## src/rtl/ram_arbiter.sv

```systemverilog
// ram_arbiter: shares one single-port synchronous RAM between a CPU requester
// and a DMA/loader requester, each using a req/ack handshake.
//
// One transaction occupies three cycles: IDLE (arbitrate and latch operands),
// ACCESS (RAM performs the read or write at the closing edge), RESP (ack pulse
// to the owner, with read data passed straight through from the RAM).
//
// Configuration macro:
//   RAM_ARB_RR_EN  defined: round-robin on a tie (the port not served last wins).
//                  undefined: fixed priority, the CPU wins every tie.
//
// Ports:
//   clk, reset_n                       clock, asynchronous active-low reset
//   cpu_req/we/addr/wdata -> cpu_ack   CPU request and one-cycle completion pulse
//   cpu_rdata                          RAM read data, forced to 0 unless cpu_ack
//   dma_req/we/addr/wdata -> dma_ack   DMA request, same semantics as the CPU port
//   dma_rdata                          RAM read data, forced to 0 unless dma_ack
//   ram_addr, ram_data_in, ram_we      RAM inputs (address/data hold outside ACCESS)
//   ram_data_out                       RAM read data, one-cycle latency
//   busy                               high while in ACCESS or RESP
module ram_arbiter #(
    parameter int unsigned ADDR_W = 12,
    parameter int unsigned DATA_W = 8
) (
    input  logic              clk,
    input  logic              reset_n,

    input  logic              cpu_req,
    input  logic              cpu_we,
    input  logic [ADDR_W-1:0] cpu_addr,
    input  logic [DATA_W-1:0] cpu_wdata,
    output logic              cpu_ack,
    output logic [DATA_W-1:0] cpu_rdata,

    input  logic              dma_req,
    input  logic              dma_we,
    input  logic [ADDR_W-1:0] dma_addr,
    input  logic [DATA_W-1:0] dma_wdata,
    output logic              dma_ack,
    output logic [DATA_W-1:0] dma_rdata,

    output logic [ADDR_W-1:0] ram_addr,
    output logic [DATA_W-1:0] ram_data_in,
    output logic              ram_we,
    input  logic [DATA_W-1:0] ram_data_out,

    output logic              busy
);

    typedef enum logic [1:0] {
        ST_IDLE   = 2'd0,
        ST_ACCESS = 2'd1,
        ST_RESP   = 2'd2
    } state_t;

    state_t state;
    logic   owner;        // 0 = CPU, 1 = DMA
    logic   last;         // port served by the most recent completed transaction
    logic   cpu_wins_c;   // CPU takes the grant if arbitration happens this cycle

    // Winner selection; only consulted in IDLE when at least one req is high.
`ifdef RAM_ARB_RR_EN
    always_comb begin
        cpu_wins_c = 1'b0;
        if (cpu_req && dma_req) begin
            cpu_wins_c = last;          // DMA went last, so the CPU gets this turn
        end else begin
            cpu_wins_c = cpu_req;
        end
    end
`else
    always_comb begin
        cpu_wins_c = 1'b0;
        cpu_wins_c = cpu_req;
    end

    // last is kept for observability symmetry with round-robin builds.
    logic unused_last;
    assign unused_last = last;
`endif

    // Transaction sequencer with registered RAM controls and acks.
    always_ff @(posedge clk or negedge reset_n) begin
        if (!reset_n) begin
            state       <= ST_IDLE;
            owner       <= 1'b0;
            last        <= 1'b1;
            ram_addr    <= '0;
            ram_data_in <= '0;
            ram_we      <= 1'b0;
            cpu_ack     <= 1'b0;
            dma_ack     <= 1'b0;
            busy        <= 1'b0;
        end else begin
            case (state)
                ST_IDLE: begin
                    if (cpu_req || dma_req) begin
                        owner <= ~cpu_wins_c;
                        if (cpu_wins_c) begin
                            ram_addr    <= cpu_addr;
                            ram_data_in <= cpu_wdata;
                            ram_we      <= cpu_we;
                        end else begin
                            ram_addr    <= dma_addr;
                            ram_data_in <= dma_wdata;
                            ram_we      <= dma_we;
                        end
                        busy  <= 1'b1;
                        state <= ST_ACCESS;
                    end
                end
                ST_ACCESS: begin
                    // RAM commits the operation at this edge; ack lands next cycle.
                    ram_we  <= 1'b0;
                    cpu_ack <= ~owner;
                    dma_ack <= owner;
                    state   <= ST_RESP;
                end
                ST_RESP: begin
                    cpu_ack <= 1'b0;
                    dma_ack <= 1'b0;
                    last    <= owner;
                    busy    <= 1'b0;
                    state   <= ST_IDLE;
                end
                default: begin
                    ram_we  <= 1'b0;
                    cpu_ack <= 1'b0;
                    dma_ack <= 1'b0;
                    busy    <= 1'b0;
                    state   <= ST_IDLE;
                end
            endcase
        end
    end

    // Read data is passed through only during the owning port's ack cycle.
    assign cpu_rdata = cpu_ack ? ram_data_out : '0;
    assign dma_rdata = dma_ack ? ram_data_out : '0;

endmodule

```

## config.mk

```make
export PLATFORM = sky130hd
export DESIGN_NAME = ram_arbiter
export DESIGN_NICKNAME = d
export VERILOG_FILES = /design/src/rtl/ram_arbiter.sv
export SDC_FILE = /design/constraint.sdc
export NUM_CORES = 1
export LEC_CHECK = 0
export CAP_MARGIN = 20
export CORE_ASPECT_RATIO = 2
export CORE_UTILIZATION = 40
export CTS_BUF_LIST = sky130_fd_sc_hd__clkbuf_16
export DETAILED_ROUTE_END_ITERATION = 6
export PLACE_DENSITY = 0.85
export SLEW_MARGIN = 0
export SYNTH_ARGS = -nofsm -noshare
export SYNTH_HDL_FRONTEND = slang
export SYNTH_SLANG_ARGS = --single-unit
export TNS_END_PERCENT = 50
```

## constraint.sdc

```tcl
create_clock -name clk -period 4.35 [get_ports clk]
set_input_delay 0.87 -clock clk [delete_from_list [all_inputs] [get_ports clk]]
set_output_delay 0.87 -clock clk [all_outputs]
set_load 0.02 [all_outputs]
```

==> out/results.ini, run 1 <==
[clocking]
holdBufCountCts=0
cts_resized=0
numCtsBuffers=3
cts_setup_buffers=0
clk_pin_slew_worst_paths_ps=60
clk_latency_ps=260
clockBufferDepth=2
cts-root-buf=clkbuf_16
htreeDepth=1
cts.sinks=27
cts_tree=built

[floorplanning]
die_h_microns=90.4
num_rows=31
core_sq_um=3680
ios=94
die_x_microns=46.2
start_util=0.424
die_area_sq_um=4180

[routing]
drt_first_pass_iters=3
drtIter0Drc=11
wirelength_microns=3960
drc_errors=0
routedWlPerCell_microns=15.8
vias_per_cell=4.93
vias=1233
final_antenna_net_count=0

[final_layout]
diodes=0
stdcell_count=250
syn_to_final_growth_pct=66.9
nFillCells=251
nets=256
drive_gt1_frac=0.249

[pwr]
irDropWorstVdd_uv=448
pwr-share-seq=0.299
comb_power_share=0.572
p_int_w=0.00102
p_per_area_nw_per_um2=611
swShare=0.358
power.clock.fraction=0.129
p_sw_w=0.000571
total_power_w=0.00159
p_leak_nw=1.14

[critical_path]
cp.depth=3
critPathCaptureType=primary output
r2r_cells=3
cp_cell_sequence=clkdlybuf4s50_1 > and2_1 > clkdlybuf4s50_1
arrival_ps=2120
required_ps=3480
slowest_delay_ps=620
start_kind=input port
critPathKind=input port to primary output
crit_buf_inv=2
critPathMostFrequentCell=clkdlybuf4s50_1
path_max_fanout=2
path_delay_family=buffers and inverters
cpMaxStageDelayCell=clkdlybuf4s50_1

[synthesis]
synth-async-reset-ratio=1.00
synthTopCellsByCount=mux2_4, dfrtp_1, and2_1
yosysUniqueCellTypes=18
synth_area_per_cell_sq_um=14.6
netlist_top_cells_area=dfrtp_1, mux2_4, and2_1
synth_nets=161
synth-edff-count=0
ys_ff_latch=27
syn_area_sq_um=1560
synth_ff_type=dfrtp_1
syn_inst=107
synth_top_area_share=0.432
yosysSeqAreaShare=0.432
synth_top_area_cell=dfrtp_1
yosys_warnings=0
synth.most_common_cell=mux2_4

[timing]
rsz0062_at_grt=false
maxSlewHeadroom=0.628
finalHoldViolations=0
hold_ws_ps=475
period_share=0.687
setup_tns_ps=0
finalSetupViolations=0
fin_crit_ps=2990
tightest_slew_ps=557
finalMaxSlewViolations=0
fmax_mhz=335
skew_ps=2.55

[placement]
portBuffers=93
dp.cells=245
hpwl_microns=3140
gp_congestion=0.728

[grt]
grt_pass1_wl_microns=5980
track_usage=0.198
grt_antenna_before_repair=0
first_global_vias=1290
grt_max_degree=26
grt-ovfl-total=0

[job]
cap_violations=0

[worst_hold_path]
hold_class=register to register
worstHoldPathCells=1

[run_status]
status=finished, final reports clean

## final timing paths
check                                startpoint             end  slack, ps
min in group asynchronous               reset_n     ram_addr[5]        870
worst max register to register         state[0]  ram_data_in[7]       2490
max in group asynchronous               reset_n  ram_data_in[6]       2950
worst max-delay path            ram_data_out[5]    cpu_rdata[5]       1360
worst min-delay path                       busy            busy        480
worst min register to register             busy            busy        480
## layout make-up
cell class / instances / area [sq um] / share of cell area
Clock buffer: 3 / 75.1 / 0.0288
Tap cell: 49 / 61.3 / 0.0235
Sequential cell: 27 / 676 / 0.259
Clock inverter: 1 / 3.75 / 0.00144
Timing Repair Buffer: 97 / 981 / 0.376
Inverter: 2 / 7.51 / 0.00288
Multi-Input combinational cell: 71 / 805 / 0.308
## placed cells by master, fill, tap and decap left out, types with 2 or more instances in the layout
| cell type | instances |
|---|---|
| and2_1 | 16 |
| inv_1 | 3 |
| nor2_1 | 3 |
| a21o_1 | 2 |
| mux2_4 | 36 |
| clkbuf_16 | 3 |
| clkdlybuf4s50_1 | 93 |
| buf_4 | 3 |
| dfrtp_1 | 27 |
| mux2_2 | 4 |
| a21oi_1 | 2 |
## state kept, by name, indices dropped and copies added (netlist names)
name,cells
owner,1
state,2
ram_we,1
ram_data_in,8
busy,1
dma_ack,1
ram_addr,12
cpu_ack,1
## worst register-to-register path: stages, from the launching register on
cell and delay [ps]:
dfrtp_1 490, nor3_4 550, buf_4 380, mux2_4 330
## power by group through the flow
stage                     combinational, W  clock [W]  sequential, W
after floorplan                   0.000415          0       0.000590
after global placement            0.000892          0       0.000474
after detailed placement          0.000910          0       0.000479
after CTS                         0.000916   0.000210       0.000478
after global routing              0.000953   0.000222       0.000493
final                             0.000911   0.000205       0.000477
## through the flow
| step | util | instance area, sq um | setup slack, ps |
|---|---|---|---|
| CTS | 0.701 | 2580 | 1350 |
| detailed placement | 0.679 | 2500 | 1350 |
| global route | 0.708 | 2610 | 1330 |
| global placement | 0.679 | 2500 | 1400 |
| finish | 0.708 | 2610 | 1360 |
| floorplan | - | 1560 | 2390 |
## cells by family (layout without fill, tap and decap cells)
| group | Yosys count | after routing | synth area share |
|---|---|---|---|
| AOI/OAI and AO/OA | 6 | 6 | 0.0304 |
| buffers and inverters | 9 | 103 | 0.0528 |
| DFF | 27 | 27 | 0.432 |
| muxes | 41 | 41 | 0.381 |
| and+or+nand+nor | 24 | 24 | 0.103 |
## metal layers
metal,vias up,track usage,part of all wire
met2,66,0.378,0.58
met4,0,0.0907,0.033
li1,560,-,-
met1,598,0.182,0.31
met3,9,0.0320,0.072
met5,-,0,0
Note: power is estimated with default switching activity, not from simulation.
==> inputs of run 2 (changes only) <==
--- a/config.mk
+++ b/config.mk
@@ -7,10 +7,10 @@
 export LEC_CHECK = 0
 export CAP_MARGIN = 20
 export CORE_ASPECT_RATIO = 2
-export CORE_UTILIZATION = 40
+export CORE_UTILIZATION = 37
 export CTS_BUF_LIST = sky130_fd_sc_hd__clkbuf_16
 export DETAILED_ROUTE_END_ITERATION = 6
-export PLACE_DENSITY = 0.85
+export PLACE_DENSITY = 0.8
 export SLEW_MARGIN = 0
 export SYNTH_ARGS = -nofsm -noshare
 export SYNTH_HDL_FRONTEND = slang
==> constraint.sdc (replaced) <==
create_clock -name clk -period 2.9 [get_ports clk]
set_input_delay 0.58 -clock clk [delete_from_list [all_inputs] [get_ports clk]]
set_output_delay 0.58 -clock clk [all_outputs]
set_load 0.02 [all_outputs]
==> run 2 against run 1 <==
Effect of this change: combinational power up 47%; critical path type unchanged; sequential power up 51%; non-clock buffer count unchanged; worst setup slack worse by 850 ps; clock power up 46%; routed wire length down 3.8%; count of clock-buffer cells in the layout unchanged; utilization down 7.4 points.
==> out/results.ini, run 2 (synthesized netlist as in run 1, its figures left out) <==
[timing]
rsz0062_at_grt=false
skew_ps=1.90  ; -0.646 ps
finalSetupViolations=0  ; unchanged
fin_ws_ps=516  ; -847 ps
period_share=0.822
finalHoldViolations=0  ; unchanged
fmax_mhz=419
maxSlewHeadroom=0.657  ; +0.0298
setup_tns_ps=0  ; unchanged
tightest_slew_ps=512  ; -44.5 ps
finalMaxSlewViolations=0  ; unchanged
fin_crit_ps=2380
hold_ws_ps=476  ; +0.846 ps

[pwr]
p_leak_nw=1.14  ; -0.69%
power.clock.fraction=0.127  ; -0.002
p_per_area_nw_per_um2=911  ; +49%
p_sw_w=0.000832  ; +46%
swShare=0.352  ; -0.00609
pwr-share-seq=0.304  ; +0.005
p_int_w=0.00153  ; +50%
comb_power_share=0.569  ; -0.003
irDropWorstVdd_uv=727  ; +62%

[floorplanning]
die_x_microns=48.0  ; +3.8%
ios=94  ; unchanged
die_area_sq_um=4500  ; +7.8%
start_util=0.382  ; -0.0418
die_h_microns=93.9  ; +3.9%
num_rows=33  ; +6.5%
core_sq_um=4090  ; +11%

[critical_path]
arrival_ps=1800  ; -320 ps
critPathCaptureType=primary output
critPathKind=input port to primary output
path_max_fanout=2  ; unchanged
required_ps=2320  ; -1160 ps
start_kind=input port
r2r_cells=3  ; unchanged

[routing]
met3WireLength_microns=206  ; -27%
top_layer=met4
vias=1200  ; -2.7%
routedWlPerCell_microns=15.0  ; -5.0%
vias_per_cell=4.74  ; -3.8%
drtIter0Drc=12  ; +1
met2_length_microns=2260  ; -1.8%
drc_errors=0  ; unchanged
wirelength_microns=3810  ; -3.8%
m1WireLength_microns=1230  ; -0.97%
drt_first_pass_iters=2  ; -1
final_antenna_net_count=0  ; unchanged

[clocking]
cts_tree=built
clk_latency_ps=250  ; about the same
cts.sinks=27  ; unchanged
htreeDepth=1  ; unchanged
clk_pin_slew_worst_paths_ps=60  ; about the same
cts-root-buf=clkbuf_16
cts_resized=0  ; unchanged
holdBufCountCts=0  ; unchanged
numCtsBuffers=3  ; unchanged
clockBufferDepth=2  ; unchanged
cts_setup_buffers=0  ; unchanged

[placement]
gp_congestion=0.731  ; +0.36%
portBuffers=93  ; unchanged
pre_cts_ws_ps=499  ; -852 ps
hpwl_microns=3100  ; -1.5%
place_area_sq_um=2510  ; +0.45%

[grt]
track_usage=0.175  ; -0.0233
first_global_vias=1250  ; -3.1%
grt-ovfl-total=0  ; unchanged
grt_antenna_before_repair=0  ; unchanged
grt_max_degree=21  ; -19%
grt_pass1_wl_microns=5580  ; -6.7%

[worst_hold_path]
worstHoldPathCells=1  ; unchanged
hold_class=register to register

[final_layout]
nets=256  ; unchanged
final_common_cell=clkdlybuf4s50_1
top_register=ram_addr
diodes=0  ; unchanged
largest_reg_flops=12  ; unchanged
drive_gt1_frac=0.249  ; unchanged
final_cell_mix=clkdlybuf4s50_1, mux2_4, dfrtp_1
syn_to_final_growth_pct=65.9
fin_util=0.634  ; -0.0738
top_regs=ram_addr (12), ram_data_in (8), state (2)
stdcell_area_sq_um=2590  ; -0.62%

[job]
cap_violations=0  ; unchanged

[run_status]
status=finished, final reports clean

==> run 2: cell count changes in the layout (fill, tap and decap cells not counted) <==
cell,delta
buf_16,-1
buf_4,+1
==> run 2: area by class of cell <==
cell class | count | area, sq um
fill | 319 | 1500
clock buffer | 3 | 75.1
timing repair buffer | 97 | 961
multi-input combinational | 71 | 805
sequential | 27 | 676
tap | 52 | 65.1
inverter | 2 | 7.51
clock inverter | 1 | 3.75
==> run 2: path summary, 6_finish.rpt <==
| kind | end | slack, ps | startpoint |
|---|---|---|---|
| setup reg to reg | ram_data_in[3] | 1310 | state[1] |
| hold reg to reg | cpu_ack | 480 | owner |
| hold / removal | cpu_ack | 480 | owner |
| max in group asynchronous | ram_data_in[7] | 1620 | reset_n |
| setup / recovery | dma_rdata[4] | 520 | ram_data_out[4] |
| min in group asynchronous | state[1] | 670 | reset_n |
==> run 2: power by group through the flow <==
stage | clock (W) | combinational, W | sequential, W
after floorplan | 0 | 0.000623 | 0.000885
after global placement | 0 | 0.00133 | 0.000715
after detailed placement | 0 | 0.00135 | 0.000722
after CTS | 0.000309 | 0.00136 | 0.000722
after global routing | 0.000323 | 0.00143 | 0.000745
final | 0.000300 | 0.00134 | 0.000718
==> run 2: worst max-delay path, cell delays in order <==
cell and delay, ps:
clkdlybuf4s50_1 470, and2_1 150, clkdlybuf4s50_1 610
==> run 2: stage by stage <==
stage | cells | total power [W]
finish | 253 | 0.00236
global route | 253 | 0.00249
CTS | 253 | 0.00239
detailed placement | 249 | 0.00207
global placement | 249 | 0.00205
floorplan | 107 | 0.00151
==> run 2: layer usage <==
metal / global-route usage / vias to the layer above
li1: - / 563
met2: 0.338 / 60
met5: 0 / -
met4: 0.0741 / 0
met1: 0.172 / 571
met3: 0.00769 / 6
